<file path="src/rtl/layer_controller_input_loader.sv">
`default_nettype none
// layer_controller_input_loader: Avalon-MM master that writes a streamed input vector into per-input PIO
// registers and optionally reads each one back to verify it.  Rev 1.0
module layer_controller_input_loader #(
  parameter int NUM_INPUTS  = 4,
  parameter int DATA_W      = 9,
  parameter int ADDR_W      = 8,
  parameter int BASE_ADDR   = 0,
  parameter int ADDR_STRIDE = 16,
  parameter int VERIFY      = 1
) (
  input  logic              clk,
  input  logic              reset_n,
  input  logic              start,
  output logic              busy,
  output logic              done,
  output logic              error,
  input  logic              s_valid,
  output logic              s_ready,
  input  logic [DATA_W-1:0] s_data,
  output logic [ADDR_W-1:0] avm_address,
  output logic              avm_write,
  output logic              avm_read,
  output logic [31:0]       avm_writedata,
  input  logic [31:0]       avm_readdata,
  input  logic              avm_waitrequest
);

  localparam int c_IDX_W = (NUM_INPUTS > 1) ? $clog2(NUM_INPUTS) : 1;
  localparam logic [c_IDX_W-1:0] c_LAST_IDX = c_IDX_W'(NUM_INPUTS - 1);

  typedef enum logic [2:0] {
    IDLE  = 3'd0,
    FETCH = 3'd1,
    WRITE = 3'd2,
    READ  = 3'd3,
    NEXT  = 3'd4,
    DONE  = 3'd5
  } state_t;

  state_t              state_q, state_d;
  logic [c_IDX_W-1:0]  idx_q, idx_d;
  logic [DATA_W-1:0]   val_q, val_d;
  logic                error_q, error_d;
  logic [ADDR_W-1:0]   w_addr;
  logic [31:0]         w_wdata;

  // Address arithmetic is done at ADDR_W so it wraps modulo 2^ADDR_W.
  assign w_addr  = ADDR_W'(BASE_ADDR) + ADDR_W'(idx_q) * ADDR_W'(ADDR_STRIDE);
  assign w_wdata = 32'(val_q);
  assign error   = error_q;

  always_ff @(posedge clk) begin
    if (!reset_n) begin
      state_q <= IDLE;
      idx_q   <= '0;
      val_q   <= '0;
      error_q <= 1'b0;
    end else begin
      state_q <= state_d;
      idx_q   <= idx_d;
      val_q   <= val_d;
      error_q <= error_d;
    end
  end

  always_comb begin
    state_d       = state_q;
    idx_d         = idx_q;
    val_d         = val_q;
    error_d       = error_q;
    busy          = 1'b1;
    done          = 1'b0;
    s_ready       = 1'b0;
    avm_write     = 1'b0;
    avm_read      = 1'b0;
    avm_address   = '0;
    avm_writedata = '0;
    case (state_q)
      IDLE: begin
        busy = 1'b0;
        if (start) begin
          error_d = 1'b0;
          state_d = FETCH;
        end
      end
      FETCH: begin
        s_ready = 1'b1;
        if (s_valid) begin
          val_d   = s_data;
          state_d = WRITE;
        end
      end
      WRITE: begin
        avm_write     = 1'b1;
        avm_address   = w_addr;
        avm_writedata = w_wdata;
        if (!avm_waitrequest) begin
          if (VERIFY != 0) state_d = READ;
          else             state_d = NEXT;
        end
      end
      READ: begin
        avm_read    = 1'b1;
        avm_address = w_addr;
        // Upper readback bits must be zero as well, so compare the full word.
        if (!avm_waitrequest) begin
          if (avm_readdata != w_wdata) error_d = 1'b1;
          state_d = NEXT;
        end
      end
      NEXT: begin
        if (idx_q == c_LAST_IDX) begin
          idx_d   = '0;
          state_d = DONE;
        end else begin
          idx_d   = idx_q + c_IDX_W'(1);
          state_d = FETCH;
        end
      end
      DONE: begin
        done    = 1'b1;
        state_d = IDLE;
      end
      default: state_d = IDLE;
    endcase
  end

endmodule
`default_nettype wire

</file>
<file path="config.mk">
export PLATFORM = sky130hd
export DESIGN_NAME = layer_controller_input_loader
export DESIGN_NICKNAME = d
export VERILOG_FILES = /design/src/rtl/layer_controller_input_loader.sv
export SDC_FILE = /design/constraint.sdc
export NUM_CORES = 1
export LEC_CHECK = 0
export BUFFER_PORTS_ARGS = -buffer_cell sky130_fd_sc_hd__buf_2
export CELL_PAD_IN_SITES_DETAIL_PLACEMENT = 0
export CELL_PAD_IN_SITES_GLOBAL_PLACEMENT = 1
export CORE_MARGIN = 2
export CORE_UTILIZATION = 28
export CTS_CLUSTER_DIAMETER = 30
export CTS_CLUSTER_SIZE = 20
export DETAILED_ROUTE_END_ITERATION = 7
export GPL_TIMING_DRIVEN = 0
export PLACE_DENSITY = 0.94
export SYNTH_ARGS = -nofsm -noshare
export SYNTH_HDL_FRONTEND = slang
export SYNTH_SLANG_ARGS = --single-unit
</file>
<file path="constraint.sdc">
create_clock -name clk -period 3.3 [get_ports clk]
set_input_delay 0 -clock clk [delete_from_list [all_inputs] [get_ports clk]]
set_output_delay 0 -clock clk [all_outputs]
set_load 0.01 [all_outputs]
</file>
==> reports/metrics.cfg <==
[outcome]
status = complete, but fails checks
violations = hold timing

[detailed_routing]
wl_met3_um = 250
dr_wl_met2_um = 1402
drt_iter0_drc = 20
vias = 1162
ant_nets = 0
vias_per_cell = 3.952
drcViolationCount = 0
avgRoutedWirePerCell_um = 9.384
drt-total-wl_um = 2759
dr.pass1.iters = 4
routed.top_layer = met4
drt-met1-wl_um = 1089

[power]
vdd_drop_max_mv = 0.1377
power.leakage_nw = 0.9037
power_density_nw_per_um2 = 274.0

[synth]
synth_seq_cells = 15
synth_cell_type_count = 34
synth_edf_count = 0
synth_area_leaders = dfxtp_1 (26%), buf_4 (21%), nand2_1 (7.1%)
synth_top_cell_area_share_pct = 25.86
synth_ff_type = dfxtp_1
syn_inst = 143
seq_area_frac_synth_pct = 25.86
synthesis.area_sq_um = 1161
yosys_warnings = 0
syn_area_per_cell_sq_um = 8.120
yosysMostFrequentCell = buf_4
synthArstFlopShare_pct = 0
synth_common_cells = buf_4 (32), nand2_1 (22), dfxtp_1 (15), a21boi_1 (10), and2_1 (10)
synth_area_leader_cell = dfxtp_1

[global_routing]
antenna_found_initial = 0
grt_max_degree = 11
first_global_vias = 952
grt.overflow.total = 0
grt_pass1_wl_um = 3905
grt.total_usage_pct = 10.97

[layout]
drive_gt1_share_pct = 42.62
fillers = 420
fin_area_sq_um = 1754
area_growth_pct = 51.08
n_antenna_cell = 0
fin_nets = 292

[place]
io_buffers = 62
gp_congestion = 0.7375
hpwl_um = 2350
placed_cell_area_sq_um = 1639

[hold_path]
hold_class = primary input to register

[sta]
fin_skew_ns = 0.002478
rsz0062_at_grt = false
setup_tns_ns = 0
min_period_ns = 1.642
finalSetupViolations = 0
drv_slew = 0
holdWs_ns = -0.0007249
max_slew_margin_pct = 62.30
tightest_slew_ns = 0.5630
fin_crit_sh_pct = 49.76
clock.fmax_mhz = 609.0
hold_violations = 1

[worst_setup_path]
crit_path_start_kind = register
critPathBufInv = 2
cp_top_family = simple AND/OR/NAND/NOR gates
cp-endpoint = avm_writedata[3]
slowest_stage = nor3b_2
critPathMaxStageDelay_ns = 0.49
cp-end-kind = primary output
r2r_start = error
crit_start = state_q[1]
worstPathMaxFanout = 10
r2r_slack_ns = 1.97
r2r_cells = 4
worst-path-stages = 4
crit_arrival_ns = 1.64
cp_data_required_time_ns = 3.30
reg2reg_to = error
cp_cell_sequence = buf_6, nor3b_2, and2_1, buf_2
path_class = register to primary output

[floorplanning]
die_y_um = 68.40
rows = 23
die_w_um = 68.40
core-area_sq_um = 4000
ios = 92
start_util_pct = 29.03
dieArea_sq_um = 4678

[clock_network]
cts_tree = built
clockRootBuffer = clkbuf_8
ctsLongestPathBuffers = 2
cts_buffers = 3
clk_pin_slew_ns = 0.06
clk_latency_ns = 0.24
ctsHtreeMaxLevel = 1
cts.sinks = 15
post_cts_resized = 0

[flow_run]
cap_violations = 0

## repair_timing
| item | 4_1_cts | 5_1_grt |
|---|---|---|
| hold buffers | 6 | 1 |
| buffers inserted | 0 | 0 |
| endpoints found under the hold margin | 6 | 1 |
## through the flow
stage               hold WS (ns)  setup slack [ns]  power (W)  instances  util [%]
floorplan                 0.1293             2.037  0.0002907        171         -
global placement          0.2398             1.922  0.0003337        283     40.98
detailed placement        0.2462             1.899  0.0003353        283     40.98
CTS                    0.0002771             1.631  0.0004833        293     43.60
global route            0.001354             1.554  0.0005119        294     43.85
finish                -0.0007249             1.658  0.0004807        294     43.85
## cell type report
cell class / instances / area (sq um) / share of cell area (%)
repair buffers: 69 / 380.4 / 21.68
flip-flops and latches: 15 / 300.3 / 17.12
multi-input cells: 120 / 703.2 / 40.09
inverters: 2 / 7.507 / 0.4280
plain buffers: 34 / 255.2 / 14.55
clock buffers: 4 / 45.04 / 2.568
well taps: 50 / 62.56 / 3.566
## power breakdown
group / leakage (nW) / total, W / internal [W] / switching, W
clock network: 0.0228 / 0.000143 / 0.0000851 / 0.0000577
logic: 0.759 / 0.000143 / 0.0000794 / 0.0000640
registers: 0.122 / 0.000194 / 0.000189 / 0.00000585
total: 0.904 / 0.000481 / 0.000353 / 0.000128
## worst min-delay path by stage
stage               from          to  cells after the start
2_1_floorplan    reset_n  state_q[1]                      2
3_3_place_gp   s_data[7]    val_q[7]                      3
3_5_place_dp   s_data[2]    val_q[2]                      3
4_1_cts        s_data[6]    val_q[6]                      3
5_1_grt        s_data[1]    val_q[1]                      3
6_report       s_data[0]    val_q[0]                      3
## layer usage
metal | up-vias | GRT usage [%]
li1 | 620 | -
met1 | 491 | 12.14
met2 | 49 | 20.79
met3 | 2 | 2.303
met4 | 0 | 3.000
met5 | - | 0
## worst reg2reg max path: stages, from the launching register on
cell and delay [ns]:
dfxtp_1 0.32, nor4_1 0.34, nand4_1 0.16, nor4_1 0.32, nor2_1 0.06
## registers in the layout, summed over array words and instances, names as in the netlist
name,count
val_q,9
state_q,3
idx_q,2
error,1
## cells by family after synthesis
family                   share of synthesized area, %
buffers and inverters                           22.63
XOR/XNOR                                        6.789
adder cells (fa/ha/maj)                         1.077
AND/OR/NAND/NOR                                 31.68
flip-flops                                      25.86
other                                          0.3230
AO/OA/AOI/OAI                                   11.64
## placed cells by master (no fill, tap or decap), types with 2 or more instances in the layout
master	instances
dlygate4sd3_1	7
nand3_1	2
buf_4	32
nand2b_1	3
clkbuf_1	2
a21boi_1	10
inv_1	2
o21ai_0	2
dfxtp_1	15
buf_2	62
nand4_1	4
a21boi_0	2
clkbuf_8	3
conb_1	29
and2_1	10
nor4_1	7
nand2_1	22
xnor2_1	9
and3b_1	3
No activity file was read; power rests on OpenSTA's default activity.
